**src/rtl/fb_pkg.sv**
```systemverilog
// ============================================================================
//  Module      : fb_pkg
//  Description : Shared framebuffer constants, colour type and queue FSM states.
//                Optional macro FB_CLEAR_EN adds the CLEAR state.
//  Revision    : 1.0 - initial release
// ============================================================================
`default_nettype none

package fb_pkg;

    localparam int              FB_WIDTH     = 640;
    localparam int              FB_HEIGHT    = 400;
    localparam int              FB_ADDR_W    = 18;
    localparam logic [17:0]     FB_LAST_ADDR = 18'd255999;

    typedef logic [15:0] colour_t;

`ifdef FB_CLEAR_EN
    typedef enum logic [1:0] {
        IDLE  = 2'd0,
        DRAIN = 2'd1,
        CLEAR = 2'd2
    } state_t;
`else
    typedef enum logic [1:0] {
        IDLE  = 2'd0,
        DRAIN = 2'd1
    } state_t;
`endif

    // y*640 + x as two shifts and an add; row stride is fixed by the SRAM layout.
    function automatic logic [FB_ADDR_W-1:0] fb_linear_addr(
        input logic [9:0] x,
        input logic [9:0] y
    );
        logic [FB_ADDR_W-1:0] w_x;
        logic [FB_ADDR_W-1:0] w_y;
        w_x = {8'd0, x};
        w_y = {8'd0, y};
        return (w_y << 9) + (w_y << 7) + w_x;
    endfunction

endpackage

`default_nettype wire

```
**src/rtl/fb_sync_fifo.sv**
```systemverilog
// ============================================================================
//  Module      : fb_sync_fifo
//  Description : Single-clock FIFO with registered full/empty flags and a
//                combinational head read. DEPTH must be a power of two >= 2.
//  Revision    : 1.0 - initial release
// ============================================================================
`default_nettype none

module fb_sync_fifo #(
    parameter int DEPTH = 16,
    parameter int WIDTH = 34
) (
    input  logic                     I_CLK,
    input  logic                     I_RST,
    input  logic                     I_PUSH,
    input  logic [WIDTH-1:0]         I_WDATA,
    input  logic                     I_POP,
    output logic [WIDTH-1:0]         O_RDATA,
    output logic                     O_FULL,
    output logic                     O_EMPTY,
    output logic [$clog2(DEPTH):0]   O_COUNT
);

    localparam int           c_aw    = $clog2(DEPTH);
    localparam logic [c_aw:0] c_depth = (c_aw+1)'(DEPTH);

    logic [WIDTH-1:0] r_mem [DEPTH];
    logic [c_aw-1:0]  r_wr_ptr;
    logic [c_aw-1:0]  r_rd_ptr;
    logic [c_aw:0]    r_count;
    logic             r_full;
    logic             r_empty;

    logic             w_do_push;
    logic             w_do_pop;
    logic [c_aw:0]    w_count_nxt;

    // Push is gated by the pre-edge full flag, so a same-cycle pop never
    // makes room for the push.
    assign w_do_push   = I_PUSH && !r_full;
    assign w_do_pop    = I_POP  && !r_empty;
    assign w_count_nxt = r_count + {{c_aw{1'b0}}, w_do_push} - {{c_aw{1'b0}}, w_do_pop};

    always_ff @(posedge I_CLK) begin
        if (w_do_push) begin
            r_mem[r_wr_ptr] <= I_WDATA;
        end
    end

    always_ff @(posedge I_CLK) begin
        if (I_RST) begin
            r_wr_ptr <= '0;
            r_rd_ptr <= '0;
            r_count  <= '0;
            r_full   <= 1'b0;
            r_empty  <= 1'b1;
        end else begin
            if (w_do_push) begin
                r_wr_ptr <= r_wr_ptr + 1'b1;
            end
            if (w_do_pop) begin
                r_rd_ptr <= r_rd_ptr + 1'b1;
            end
            r_count <= w_count_nxt;
            r_full  <= (w_count_nxt == c_depth);
            r_empty <= (w_count_nxt == '0);
        end
    end

    assign O_RDATA = r_mem[r_rd_ptr];
    assign O_FULL  = r_full;
    assign O_EMPTY = r_empty;
    assign O_COUNT = r_count;

endmodule

`default_nettype wire

```
**src/rtl/fb_write_queue.sv**
```systemverilog
// ============================================================================
//  Module      : fb_write_queue
//  Description : Pixel write queue between draw engine and SRAM; drains only
//                while video is off. Macro FB_CLEAR_EN adds a full-screen fill.
//  Revision    : 1.0 - initial release
// ============================================================================
`default_nettype none

module fb_write_queue #(
    parameter int DEPTH     = 16,
    parameter int FB_WIDTH  = 640,
    parameter int FB_HEIGHT = 400
) (
    input  logic        I_CLK,
    input  logic        I_RST,
    input  logic        I_VIDEO_ON,
    input  logic        I_PIX_VALID,
    output logic        O_PIX_READY,
    input  logic [9:0]  I_PIX_X,
    input  logic [9:0]  I_PIX_Y,
    input  logic [15:0] I_PIX_COLOR,
    output logic [17:0] O_GPU_ADDR,
    output logic [15:0] O_GPU_DATA,
    output logic        O_GPU_WRITE,
    output logic        O_GPU_READ,
    output logic        O_EMPTY,
    output logic        O_FULL,
    output logic [15:0] O_DROP_CNT
`ifdef FB_CLEAR_EN
    ,
    input  logic        I_CLEAR_REQ,
    input  logic [15:0] I_CLEAR_COLOR,
    output logic        O_CLEAR_BUSY
`endif
);

    import fb_pkg::*;

    localparam logic [9:0] c_x_lim = 10'(FB_WIDTH);
    localparam logic [9:0] c_y_lim = 10'(FB_HEIGHT);
    localparam int         c_cw    = $clog2(DEPTH) + 1;

    state_t                 r_state;
    logic [FB_ADDR_W-1:0]   r_addr;
    colour_t                r_data;
    logic                   r_write;
    logic [15:0]            r_drop;

    logic                   w_full;
    logic                   w_empty;
    logic [c_cw-1:0]        w_count;
    logic [FB_ADDR_W+15:0]  w_rdata;
    logic                   w_in_range;
    logic                   w_accept;
    logic                   w_push;
    logic                   w_drop;
    logic                   w_pop;
    logic                   w_last;

`ifdef FB_CLEAR_EN
    logic                   r_clr_pend;
    colour_t                r_clr_color;
    logic [FB_ADDR_W-1:0]   r_clr_addr;

    assign O_PIX_READY  = !w_full && (r_state != CLEAR);
    assign O_CLEAR_BUSY = r_clr_pend || (r_state == CLEAR);
`else
    assign O_PIX_READY  = !w_full;
`endif

    assign w_in_range = (I_PIX_X < c_x_lim) && (I_PIX_Y < c_y_lim);
    assign w_accept   = I_PIX_VALID && O_PIX_READY;
    assign w_push     = w_accept && w_in_range;
    assign w_drop     = w_accept && !w_in_range;

    // Pops are launched from IDLE too, giving the one-cycle accept-to-write path.
    assign w_pop  = ((r_state == IDLE) || (r_state == DRAIN)) && !I_VIDEO_ON && !w_empty;
    assign w_last = (w_count == c_cw'(1)) && !w_push;

    fb_sync_fifo #(
        .DEPTH (DEPTH),
        .WIDTH (FB_ADDR_W + 16)
    ) u_fifo (
        .I_CLK   (I_CLK),
        .I_RST   (I_RST),
        .I_PUSH  (w_push),
        .I_WDATA ({fb_linear_addr(I_PIX_X, I_PIX_Y), I_PIX_COLOR}),
        .I_POP   (w_pop),
        .O_RDATA (w_rdata),
        .O_FULL  (w_full),
        .O_EMPTY (w_empty),
        .O_COUNT (w_count)
    );

    always_ff @(posedge I_CLK) begin
        if (I_RST) begin
            r_state <= IDLE;
            r_addr  <= '0;
            r_data  <= '0;
            r_write <= 1'b0;
            r_drop  <= '0;
`ifdef FB_CLEAR_EN
            r_clr_pend  <= 1'b0;
            r_clr_color <= '0;
            r_clr_addr  <= '0;
`endif
        end else begin
            r_write <= 1'b0;

            if (w_drop && (r_drop != 16'hFFFF)) begin
                r_drop <= r_drop + 16'd1;
            end

            case (r_state)
                IDLE: begin
                    if (w_pop) begin
                        r_addr  <= w_rdata[FB_ADDR_W+15:16];
                        r_data  <= w_rdata[15:0];
                        r_write <= 1'b1;
                        if (!w_last) begin
                            r_state <= DRAIN;
                        end
                    end
`ifdef FB_CLEAR_EN
                    else if (r_clr_pend && w_empty) begin
                        r_state    <= CLEAR;
                        r_clr_pend <= 1'b0;
                        r_clr_addr <= '0;
                    end
`endif
                end
                DRAIN: begin
                    if (w_pop) begin
                        r_addr  <= w_rdata[FB_ADDR_W+15:16];
                        r_data  <= w_rdata[15:0];
                        r_write <= 1'b1;
                        if (w_last) begin
                            r_state <= IDLE;
                        end
                    end else begin
                        r_state <= IDLE;
                    end
                end
`ifdef FB_CLEAR_EN
                CLEAR: begin
                    // Video-on freezes r_clr_addr so the fill resumes in place.
                    if (!I_VIDEO_ON) begin
                        r_addr  <= r_clr_addr;
                        r_data  <= r_clr_color;
                        r_write <= 1'b1;
                        if (r_clr_addr == FB_LAST_ADDR) begin
                            r_state <= IDLE;
                        end else begin
                            r_clr_addr <= r_clr_addr + 18'd1;
                        end
                    end
                end
`endif
                default: r_state <= IDLE;
            endcase

`ifdef FB_CLEAR_EN
            if (I_CLEAR_REQ && !r_clr_pend && (r_state != CLEAR)) begin
                r_clr_pend  <= 1'b1;
                r_clr_color <= I_CLEAR_COLOR;
            end
`endif
        end
    end

    assign O_GPU_ADDR  = r_addr;
    assign O_GPU_DATA  = r_data;
    assign O_GPU_WRITE = r_write;
    assign O_GPU_READ  = 1'b0;
    assign O_EMPTY     = w_empty;
    assign O_FULL      = w_full;
    assign O_DROP_CNT  = r_drop;

endmodule

`default_nettype wire

```
**config.mk**
```make
export PLATFORM = sky130hd
export DESIGN_NAME = fb_write_queue
export DESIGN_NICKNAME = d
export VERILOG_FILES = /design/src/rtl/fb_pkg.sv /design/src/rtl/fb_sync_fifo.sv /design/src/rtl/fb_write_queue.sv
export SDC_FILE = /design/constraint.sdc
export NUM_CORES = 1
export LEC_CHECK = 0
export CAP_MARGIN = 40
export CORE_AREA = 2 2 221 223
export DETAILED_ROUTE_END_ITERATION = 7
export DIE_AREA = 0 0 223 225
export DONT_BUFFER_PORTS = 1
export GPL_ROUTABILITY_DRIVEN = 0
export PLACE_DENSITY = 0.76
export SLEW_MARGIN = 30
export SYNTH_ARGS = -nofsm -noshare
export SYNTH_HDL_FRONTEND = slang
export SYNTH_SLANG_ARGS = --single-unit
```
**constraint.sdc**
```tcl
create_clock -name I_CLK -period 6.1 [get_ports I_CLK]
set_input_delay 1.22 -clock I_CLK [delete_from_list [all_inputs] [get_ports I_CLK]]
set_output_delay 1.22 -clock I_CLK [all_outputs]
set_load 0.05 [all_outputs]
```
==> flow_metrics.py, run 1 <==
metrics = {
    "detailed_routing": {
        "ant_nets": 0,
        "wl_um": 46200,
        "drc_errors": 0,
        "avgRoutedWirePerCell_um": 25.2,
        "drtIter0Drc": 1039,
        "dr_total_vias": 11100,
        "dr.pass1.iters": 5,
        "vias_per_cell": 6.08,
    },
    "finish": {
        "layout-drive-gt1-share_pct": 26.8,
        "n_antenna_cell": 0,
        "final_util_pct": 55.9,
        "nets": 1244,
        "syn2layout_area_growth_pct": 12.2,
    },
    "yosys": {
        "yosysTopAreaCellShare_pct": 69.0,
        "synth-seq-cells": 610,
        "yosys.area.top_type": "edfxtp_1",
        "synthArstFlopShare_pct": 0,
        "synth.avg_cell_area_um2": 20.8,
        "ys_seq_area_share_pct": 74.5,
        "synth.yosys.warnings": 0,
        "synth_area_um2": 23700,
        "yosysUniqueCellTypes": 53,
        "synth.top_cells.by_area": "edfxtp_1, mux4_2, dfxtp_1, mux2_2, ha_1",
        "synthesis.nets": 1211,
        "ys.flop_type": "edfxtp_1",
        "postSynthCellCount": 1139,
        "synth-edff-count": 544,
    },
    "setup_path": {
        "cp_data_required_time_ns": 6.36,
        "critical_path_class": "input pin to flip-flop",
        "crit_fanout": 19,
        "start_kind": "input pin",
        "critPathMaxStageDelay_ns": 0.66,
        "r2r_cells": 5,
        "rrSetupSlack_ns": 2.98,
        "crit_family": "simple AND/OR/NAND/NOR gates",
        "cp_num_cells": 5,
        "cp.buffers_inverters": 1,
        "arrival_ns": 3.63,
        "slowest_stage": "nor2_4",
        "path_cells": "o311a_1 -> nor4_4 -> nand2_1 -> nor2_4 -> buf_4",
        "end_kind": "flip-flop",
    },
    "clocking": {
        "postCtsSetupBuffers": 0,
        "ctsRootBufferMaster": "clkbuf_16",
        "cts_tree": "done",
        "cts_buffers": 56,
        "cts_max_level": 2,
        "clk_latency_ns": 0.60,
        "postCtsResizedCells": 0,
        "clk_pin_slew_ns": 0.06,
        "cts-hold-fix-buffers": 0,
        "clock-sinks": 610,
        "clockBufferDepth": 3,
    },
    "timing": {
        "relSlewSlack_pct": 47.0,
        "worst_pin_slew_ns": 0.794,
        "drv_slew": 0,
        "setup_viol": 0,
        "tns_ns": 0,
        "max_freq_mhz": 297,
        "period_share_pct": 55.2,
        "rsz0062_at_grt": "no",
        "hold_viol_final": 0,
        "period_needed_ns": 3.36,
        "skew_ns": 0.0151,
    },
    "global_routing": {
        "antenna_found_initial": 0,
        "grt_max_degree": 98,
        "grt-ovfl-total": 0,
        "grt_pass1_vias": 11900,
        "grt_usage_pct": 18.9,
        "grt_pass1_wl_um": 71300,
    },
    "power": {
        "p_per_area_nw_per_um2": 357,
        "p_leak_nw": 8.30,
        "max-vdd-ir-drop_v": 0.000356,
    },
    "worst_hold_path": {
        "hp-class": "flip-flop to flip-flop",
        "hold_depth": 2,
    },
    "die": {
        "die_h_um": 225,
        "io_pins": 95,
        "dieArea_um2": 50200,
        "die_w_um": 223,
        "rows": 80,
        "start_util_pct": 49.8,
        "core_area_um2": 47500,
    },
    "place": {
        "dpl.hpwl_um": 26600,
        "port_buffers": 0,
    },
    "status": {
        "status": "finished, final reports clean",
    },
    "run": {
        "max_cap_violations": 0,
    },
}
==> per-layer routing <==
layer | GRT usage [%] | wire, µm | vias to the layer above
met4 | 4.85 | 931 | 0
met2 | 31.6 | 22900 | 359
met1 | 25.5 | 19500 | 5877
met5 | 0 | 0 | -
met3 | 4.20 | 2860 | 69
li1 | - | - | 4835
==> registers in the layout, indices dropped and copies added (netlist names) <==
register         cells
u_fifo.r_mem       544
u_fifo.O_EMPTY       1
u_fifo.O_COUNT       5
O_DROP_CNT          16
O_GPU_DATA          16
O_GPU_WRITE          1
u_fifo.r_wr_ptr      4
u_fifo.r_rd_ptr      4
O_GPU_ADDR          18
u_fifo.O_FULL        1
==> kinds of logic (layout without fill, tap and decap cells) <==
family	Yosys count	count (layout)	share of synthesized area, %
compound gates	115	115	4.05
mux	179	179	15.0
simple gates	113	113	2.62
other cells	1	1	0.0158
xor+xnor	17	17	0.628
flops	610	610	74.5
buf+inv	72	151	1.41
fa+ha+maj	32	32	1.79
==> tightest hold or removal path: cells and delay by family (launching register included) <==
family / cells / cell delay, ns
flip-flops: 1 / 0.39
XOR/XNOR: 1 / 0.09
AND/OR/NAND/NOR: 1 / 0.08
==> synthesized netlist by cell type, types with 4 or more instances <==
cell	n
o21ai_0	5
nand2b_1	4
edfxtp_1	544
nor2b_1	12
buf_2	15
a22o_1	34
dfxtp_1	66
ha_1	29
mux2_2	41
xor2_1	9
buf_1	6
o31ai_1	7
nand3_1	6
xnor2_1	8
a21oi_1	16
nor3_1	9
nand4_1	8
nor4_1	9
nand2_1	12
a221o_1	34
a21o_1	4
clkbuf_1	33
or4_1	8
nor2_1	32
buf_6	5
inv_1	11
mux4_2	136
==> power breakdown <==
part | total (mW) | internal [mW] | switching [mW]
combinational | 1.07 | 0.527 | 0.543
sequential | 4.95 | 4.71 | 0.237
clock | 3.46 | 2.00 | 1.46
==> through the flow <==
step / hold slack (ns) / worst slack (ns) / total power [mW] / std cells / instance area, µm²
floorplan: 0.507 / 1.06 / 5.86 / 1139 / 23700
global placement: 0.540 / 2.19 / 6.06 / 1717 / 24500
detailed placement: 0.571 / 2.12 / 6.11 / 1728 / 24700
CTS: 0.597 / 2.75 / 9.55 / 1832 / 26600
global route: 0.614 / 2.64 / 9.80 / 1833 / 26600
finish: 0.593 / 2.74 / 9.48 / 1833 / 26600
==> cell type report <==
cell class	count	area (µm²)
Sequential cell	610	17700
Timing Repair Buffer	36	433
Inverter	11	41.3
Multi-Input combinational cell	457	5850
Tap cell	615	769
Clock inverter	28	305
Fill cell	3407	21000
Clock buffer	76	1520
==> path summary, 6_finish.rpt <==
| check | from | endpoint |
|---|---|---|
| min | u_fifo.r_rd_ptr[3] | u_fifo.r_rd_ptr[3] |
| min reg2reg | u_fifo.r_rd_ptr[3] | u_fifo.r_rd_ptr[3] |
| max reg2reg | u_fifo.O_FULL | u_fifo.r_mem[6][19] |
| max | I_PIX_Y[6] | u_fifo.r_mem[6][19] |
==> placed cells by master, fill, tap and decap left out, drive strengths merged, types with 15 or more instances in the layout <==
master | netlist | routed
edfxtp | 544 | 544
mux4 | 136 | 136
clkbuf | 33 | 76
dfxtp | 66 | 66
mux2 | 42 | 42
buf | 28 | 36
a22o | 34 | 34
a221o | 34 | 34
nor2 | 32 | 32
ha | 29 | 29
a21oi | 16 | 16
clkinv | 0 | 15
No activity file was read; power rests on OpenSTA's default activity.
==> run 2, diff against run 1 <==
clock period = 3.3 ns   (was 6.1 ns; I/O delays follow)
==> run 2 against run 1 <==
Net effect: first-iteration DRC count decreased by 10%; critical path depth increased by 4; sequential share of layout area decreased by 0.46 points; worst hold slack got worse by 0.49 ns; critical endpoint is now u_fifo.O_FULL; largest cell class unchanged; largest power group unchanged.
==> flow_metrics.py, run 2 (synthesis results as in run 1) <==
metrics = {
    "finish": {
        "fillers": 3365,
        "finalNonFillerCells": 1849,
        "layout_common_cells": "edfxtp_1, mux4_2, dfxtp_1",
        "top_register": "u_fifo.r_mem",
        "syn2layout_area_growth_pct": 13.0,
        "n_antenna_cell": 0,
        "layout-drive-gt1-share_pct": 27.5,
        "final_common_cell": "edfxtp_1",
        "nets": 1259,
        "largest_register_ffs": 544,
    },
    "timing": {
        "skew_ns": 0.0185,
        "setup_viol": 0,
        "relSlewSlack_pct": 49.6,
        "rsz0062_at_grt": "no",
        "hold_viol_final": 0,
        "max_freq_mhz": 386,
        "period_needed_ns": 2.59,
        "period_share_pct": 78.5,
        "drv_slew": 0,
        "worst_pin_slew_ns": 0.755,
        "layout_setup_ws_ns": 0.709,
    },
    "clocking": {
        "cts_max_level": 2,
        "cts_buffers": 59,
        "clk_pin_slew_ns": 0.06,
        "ctsRootBufferMaster": "clkbuf_16",
        "cts_tree": "done",
        "clk_latency_ns": 0.62,
        "cts-hold-fix-buffers": 0,
        "postCtsSetupBuffers": 0,
        "clockBufferDepth": 3,
        "postCtsResizedCells": 0,
        "clock-sinks": 610,
    },
    "setup_path": {
        "path_cells": "nand2b_1 -> nor4_4 -> buf_4 -> ha_1 -> fa_1 -> a21o_1 -> a21oi_1 -> xnor2_1 -> nor4b_1",
        "crit_fanout": 8,
        "end_kind": "flip-flop",
        "crit_family": "flip-flops",
        "arrival_ns": 3.09,
        "critical_path_class": "flip-flop to flip-flop",
        "slowest_stage": "dfxtp_1",
        "start_kind": "flip-flop",
        "cp_data_required_time_ns": 3.80,
        "cp.buffers_inverters": 1,
        "critPathMaxStageDelay_ns": 0.66,
    },
    "die": {
        "die_w_um": 223,
        "dieArea_um2": 50200,
        "start_util_pct": 49.8,
        "io_pins": 95,
        "die_h_um": 225,
        "core_area_um2": 47500,
        "rows": 80,
    },
    "global_routing": {
        "antenna_found_initial": 0,
        "grt_pass1_vias": 11800,
        "grt_usage_pct": 19.2,
        "grt_pass1_wl_um": 72000,
        "grt-ovfl-total": 0,
        "grt_max_degree": 58,
    },
    "worst_hold_path": {
        "hp-class": "input pin to flip-flop",
    },
    "power": {
        "max-vdd-ir-drop_v": 0.000542,
        "p_per_area_nw_per_um2": 657,
        "p_leak_nw": 8.36,
    },
    "detailed_routing": {
        "avgRoutedWirePerCell_um": 25.6,
        "drtIter0Drc": 934,
        "ant_nets": 0,
        "dr_total_vias": 11300,
        "wl_um": 47400,
        "dr.pass1.iters": 5,
        "vias_per_cell": 6.12,
        "drc_errors": 0,
    },
    "status": {
        "status": "finished, final reports clean",
    },
    "place": {
        "place_ws_ns": 0.295,
        "port_buffers": 0,
        "place_inst": 1741,
        "dpl.hpwl_um": 25400,
    },
    "run": {
        "max_cap_violations": 0,
    },
}
## run 2: cell types whose count changed in the layout (fill, tap and decap cells not counted), moves of 3 or more
cell        delta
clkbuf_8       +4
bufinv_16      -3
nor3_4         +4
nor3_2         -4
buf_12        +16
buf_4          +5
buf_16         -7
clkinvlp_4     -3
## run 2: area by class of cell
cell class              count  area, µm²  area share [%]
clock inverters            25        225           0.841
well taps                 615        769            2.87
multi-input cells         457       5860            21.9
clock buffers              83       1630            6.08
repair buffers             48        578            2.16
flip-flops and latches    610      17700            66.0
inverters                  11       41.3           0.154
## run 2: power breakdown
| part | switching (mW) | internal (mW) |
|---|---|---|
| Clock | 2.80 | 3.67 |
| Sequential | 0.424 | 8.71 |
| Combinational | 1.00 | 1.00 |
## run 2: worst paths after layout
path | from | endpoint | slack, ns | cells past startpoint
setup / recovery | u_fifo.O_FULL | u_fifo.O_FULL | 0.71 | 9
hold / removal | I_RST | u_fifo.r_rd_ptr[1] | 0.11 | 1
setup reg to reg | u_fifo.O_FULL | u_fifo.O_FULL | 0.71 | 9
hold reg to reg | u_fifo.r_rd_ptr[3] | u_fifo.r_rd_ptr[3] | 0.57 | 2
## run 2: stage by stage
stage	instance area, µm²	hold slack (ns)	TNS, ns	power [mW]	utilization (%)
floorplan	23700	0.507	-110.00	10.8	-
global placement	24900	0.542	0	11.3	52.4
detailed placement	24900	0.558	0	11.3	52.4
CTS	26800	0.0654	0	17.7	56.3
global route	26800	0.0711	0	18.2	56.3
finish	26800	0.105	0	17.6	56.3
## run 2: layer usage
metal / part of all wire, % / wire, µm / vias up / GRT usage [%]
met5: 0 / 0 / - / 0
met4: 2.0 / 969 / 0 / 5.02
met1: 41 / 19400 / 5968 / 25.7
li1: - / - / 4883 / -
met2: 50 / 23700 / 385 / 32.0
met3: 7.0 / 3300 / 80 / 4.65
==> edit 1, RTL diff (flow settings as in run 2) <==
`DEPTH` is set to 16 in 2 places; all go to 8.
--- a/src/rtl/fb_sync_fifo.sv
+++ b/src/rtl/fb_sync_fifo.sv
@@ -8,5 +8,5 @@
 
 module fb_sync_fifo #(
-    parameter int DEPTH = 16,
+    parameter int DEPTH = 8,
     parameter int WIDTH = 34
 ) (
--- a/src/rtl/fb_write_queue.sv
+++ b/src/rtl/fb_write_queue.sv
@@ -8,5 +8,5 @@
 
 module fb_write_queue #(
-    parameter int DEPTH     = 16,
+    parameter int DEPTH     = 8,
     parameter int FB_WIDTH  = 640,
     parameter int FB_HEIGHT = 400
Behaviour: no difference found for any inputs over 4 cycles, from zero or initial values and one cycle with I_RST high; that may be too few to reach the edited logic, so the function may still have changed.
==> edit 1 against run 2 <==
Wire length down 42%. Clock skew up 3.5 ps. Design area down 42%. Combinational power down 26%. Area after synthesis down 44%. Final cell count down 23%. Sequential cell count down 275. Worst setup slack worse by 12 ps. Total power down 39%. Critical path depth unchanged. Synthesized cell count down 35%. Clock power down 39%. Largest power group unchanged.
==> edit 1: results (changes against run 2) <==
[run_status]
status=complete, no violations  ; unchanged

[critical_path]
timing.rr.end=u_fifo.O_EMPTY$_SDFF_PP1_  ; was u_fifo.O_FULL$_SDFF_PP0_
worstRegToRegCells=10  ; was 9
slowest_stage=fa_1  ; was dfxtp_1
reg2reg_slack_ps=990  ; was 710 ps
crit_start=I_PIX_X[9]  ; was u_fifo.O_FULL$_SDFF_PP0_

[sta]
skew_ps=22.0  ; was 18.5 ps
fin_hold_ws_ps=211  ; was 105 ps

[global_route]
grtUsageMet3_pct=2.63  ; was 4.65%
grt_max_degree=72  ; was 58
grt_use_total_pct=11.0  ; was 19.2%
first_global_vias=6871  ; was 11800
grt_pass1_wl_mm=42.1  ; was 72.0 mm
grtUsageMet2_pct=18.7  ; was 32.0%
met1_usage_pct=14.1  ; was 25.7%

[final_layout]
drive_gt1_share_pct=21.3  ; was 27.5%

[cts]
numCtsBuffers=37  ; was 59

[yosys]
ys_top_cells_by_count=edfxtp_1, mux4_2, dfxtp_1  ; unchanged
synth_compound_area_share_pct=4.28  ; was 4.05%
yosysSeqAreaShare_pct=70.7  ; was 74.5%
synth_area_leaders=edfxtp_1, mux4_2, dfxtp_1  ; unchanged
synth.distinct_cells=55  ; was 53
avgSynthCellArea_sq_um=17.9  ; was 20.8 sq um
muxShareOfSynthArea_pct=14.3  ; was 15.0%

[placement]
dp_cells=1350  ; was 1741
pre_cts_ws_ps=166  ; was 295 ps

[detailed_routing]
wl_met3_mm=1.69  ; was 3.30 mm
wl_met2_mm=13.9  ; was 23.7 mm
met1Wirelength_mm=11.5  ; was 19.4 mm

[power]
p_leak_nw=4.84  ; was 8.36 nW

==> edit 1: cell count changes in the layout (fill, tap and decap cells not counted), sizes merged, moves of 37 or more <==
cell and change:
mux2 -40, mux4 -68, a211oi +37, edfxtp -272
==> edit 1: worst max-delay path: cells and delay by family <==
kind | cells | cell delay [ps]
fa+ha+maj | 2 | 830
buf+inv | 2 | 100
xor+xnor | 1 | 320
compound gates | 4 | 930
==> edit 1: layout make-up <==
type | instances | area [sq um] | share of cell area [%]
multi-input combinational | 352 | 3730 | 24.1
sequential | 335 | 9440 | 61.0
clock buffer | 49 | 991 | 6.40
tap | 615 | 769 | 4.97
inverter | 18 | 67.6 | 0.437
clock inverter | 19 | 178 | 1.15
timing repair buffer | 30 | 300 | 1.94
==> edit 1: where the power goes <==
part | switching (W) | total, W | leakage (nW) | internal, W
clock | 0.00166 | 0.00396 | 0.571 | 0.00230
sequential | 0.000550 | 0.00537 | 2.97 | 0.00482
combinational | 0.000764 | 0.00148 | 1.30 | 0.000714
==> edit 2, RTL diff (settings of run 2) <==
Without the edit above. Put one more register stage on the output `O_DROP_CNT`, with the module's reset. The value now appears one clock later. The other outputs are not delayed to match.
--- a/src/rtl/fb_write_queue.sv
+++ b/src/rtl/fb_write_queue.sv
@@ -175,5 +175,11 @@
     assign O_EMPTY     = w_empty;
     assign O_FULL      = w_full;
-    assign O_DROP_CNT  = r_drop;
+    always_ff @(posedge I_CLK) begin
+        if (I_RST) begin
+            O_DROP_CNT <= '0;
+        end else begin
+            O_DROP_CNT <= r_drop;
+        end
+    end
 
 endmodule
Behaviour: not the same (a bounded check fails within 4 cycles, from zero or initial values and one cycle with I_RST high).
==> edit 2 against run 2 <==
Worst hold slack improved by 13 ps. Sequential share of layout area is 0.34 points lower. Sequential cell count increased by 16. Clock skew grew 1.5 ps. Wire length grew 0.62%. Register-to-register slack improved by 190 ps. Worst setup slack worse by 61 ps. Count of clock-buffer cells in the layout up 1. Critical path depth is 2 lower. Total power rose by 2.7%. Sequential power is 2% higher. Non-clock buffer count up 4. Area after synthesis is 1.4% higher. Design area is 2.4% higher.
==> edit 2: results (changes against run 2) <==
[global_route]
grt_max_degree=49  ; was 58
antenna_found_initial=0  ; unchanged
grt_pass1_wl_mm=72.4  ; was 72.0 mm
grt_use_total_pct=19.4  ; was 19.2%

[yosys]
async_flop_share_pct=0  ; unchanged
synth_edf_count=544  ; unchanged
ys_top_cells_by_count=edfxtp_1, mux4_2, dfxtp_1  ; unchanged
synth_nets=1292  ; was 1211
synth_area_leaders=edfxtp_1, mux4_2, dfxtp_1  ; unchanged
synth.distinct_cells=49  ; was 53
yosysSeqAreaShare_pct=74.8  ; was 74.5%
netlist_instances=1220  ; was 1139

[cts]
path_clk_slew_ps=60  ; about the same
cts_buffer_depth=3  ; unchanged
root_buffer=clkbuf_16  ; unchanged
post_cts_resized=0  ; unchanged
cts_setup_buffers=0  ; unchanged
clk_latency_ps=620  ; about the same
numCtsBuffers=59  ; unchanged
cts.htree.levels=2  ; unchanged

[placement]
dp_cells=1830  ; was 1741
port_buffers=0  ; unchanged
hpwlAfterDp_mm=26.9  ; was 25.4 mm

[final_layout]
top_register=u_fifo.r_mem  ; unchanged
largest_register_ffs=544  ; unchanged
fill_cells=3336  ; was 3365
drive_gt1_share_pct=23.5  ; was 27.5%

[detailed_routing]
dr.first_iter.drc_count=924  ; was 934
wire_per_inst_microns=24.5  ; was 25.6 microns
wl_mm=47.7  ; was 47.4 mm
drt_first_pass_iters=5  ; unchanged
via_per_inst=5.93  ; was 6.12

[run_status]
status=complete, no violations  ; unchanged

[critical_path]
slowest_stage=fa_1  ; was dfxtp_1
cpPeakStageDelay_ps=520  ; was 660 ps
cp_max_fo=16  ; was 8

[worst_hold_path]
hold_class=in2reg  ; unchanged

[power]
p_leak_nw=8.49  ; was 8.36 nW
ir_worst_vdd_uv=482  ; was 542 uV
swShare_pct=23.6  ; was 24.0%

[sta]
finalMaxSlewViolations=0  ; unchanged
tightest_slew_ps=822  ; was 755 ps
skew_ps=20.0  ; was 18.5 ps

[edit 2: cell count changes after synthesis, sizes merged, moves of 5 or more]
| cell | delta |
|---|---|
| a221o | -34 |
| mux2 | -39 |
| xnor2 | +9 |
| a22o | -34 |
| dfxtp | +16 |
| o21ai | +34 |
| or4 | -6 |
| nor2 | +48 |
| a21oi | +27 |
| mux2i | +68 |
| nor2b | +6 |
| o31ai | -5 |
[edit 2: metal layers]
metal	global-route usage [%]	routed length [microns]	part of all wire (%)
met2	32.0	23400	49
met1	25.9	19900	42
met5	0	0	0
met4	5.72	1130	2.4
met3	4.76	3240	6.8
[edit 2: cell families after synthesis]
logic type | count (synthesis) | synth area share [%]
xor+xnor | 25 | 0.912
compound gates | 100 | 2.35
flops | 626 | 74.8
fa+ha+maj | 32 | 1.76
other cells | 1 | 0.0156
buf+inv | 69 | 1.17
simple gates | 159 | 3.19
mux | 208 | 15.8
[edit 2: cell type report]
type / instances / area [sq um] / area share [%]
flip-flops and latches: 626 / 18000 / 65.6
multi-input cells: 525 / 5920 / 21.6
clock inverters: 28 / 260 / 0.950
clock buffers: 84 / 1720 / 6.26
well taps: 615 / 769 / 2.81
inverters: 12 / 45.0 / 0.164
repair buffers: 52 / 701 / 2.56
[edit 2: stage by stage]
step                      instance area, sq um  TNS [ps]  utilization, %  setup slack [ps]
after CTS                                27400         0            57.6               678
after global routing                     27400         0            57.6               481
final                                    27400         0            57.6               648
after global placement                   25400         0            53.4              21.9
after floorplan                          24000   -140730               -              -337
after detailed placement                 25400         0            53.5              27.7
[edit 2: critical path: cells and delay by family]
kind            cells  cell delay [ps]
simple gates        1              440
compound gates      4             1010
fa+ha+maj           2              830
[edit 2: power by group through the flow]
stage | Sequential, W | Combinational, W | Clock (W)
2_1_floorplan | 0.00942 | 0.00156 | 0
3_3_place_gp | 0.00948 | 0.00198 | 0
3_5_place_dp | 0.00948 | 0.00203 | 0
4_1_cts | 0.00932 | 0.00205 | 0.00689
5_1_grt | 0.00933 | 0.00220 | 0.00718
6_report | 0.00931 | 0.00201 | 0.00677
[edit 2: worst paths after layout]
kind	slack [ps]	depth (start not counted)	start	end
setup / recovery	650	7	I_PIX_X[9]	u_fifo.r_mem[4][33]$_DFFE_PP_
hold / removal	120	1	I_RST	O_DROP_CNT[4]$_SDFF_PP0_
setup reg to reg	900	11	u_fifo.O_FULL$_SDFF_PP0_	u_fifo.O_FULL$_SDFF_PP0_
hold reg to reg	510	1	r_drop[11]$_SDFFE_PP0P_	O_DROP_CNT[11]$_SDFF_PP0_
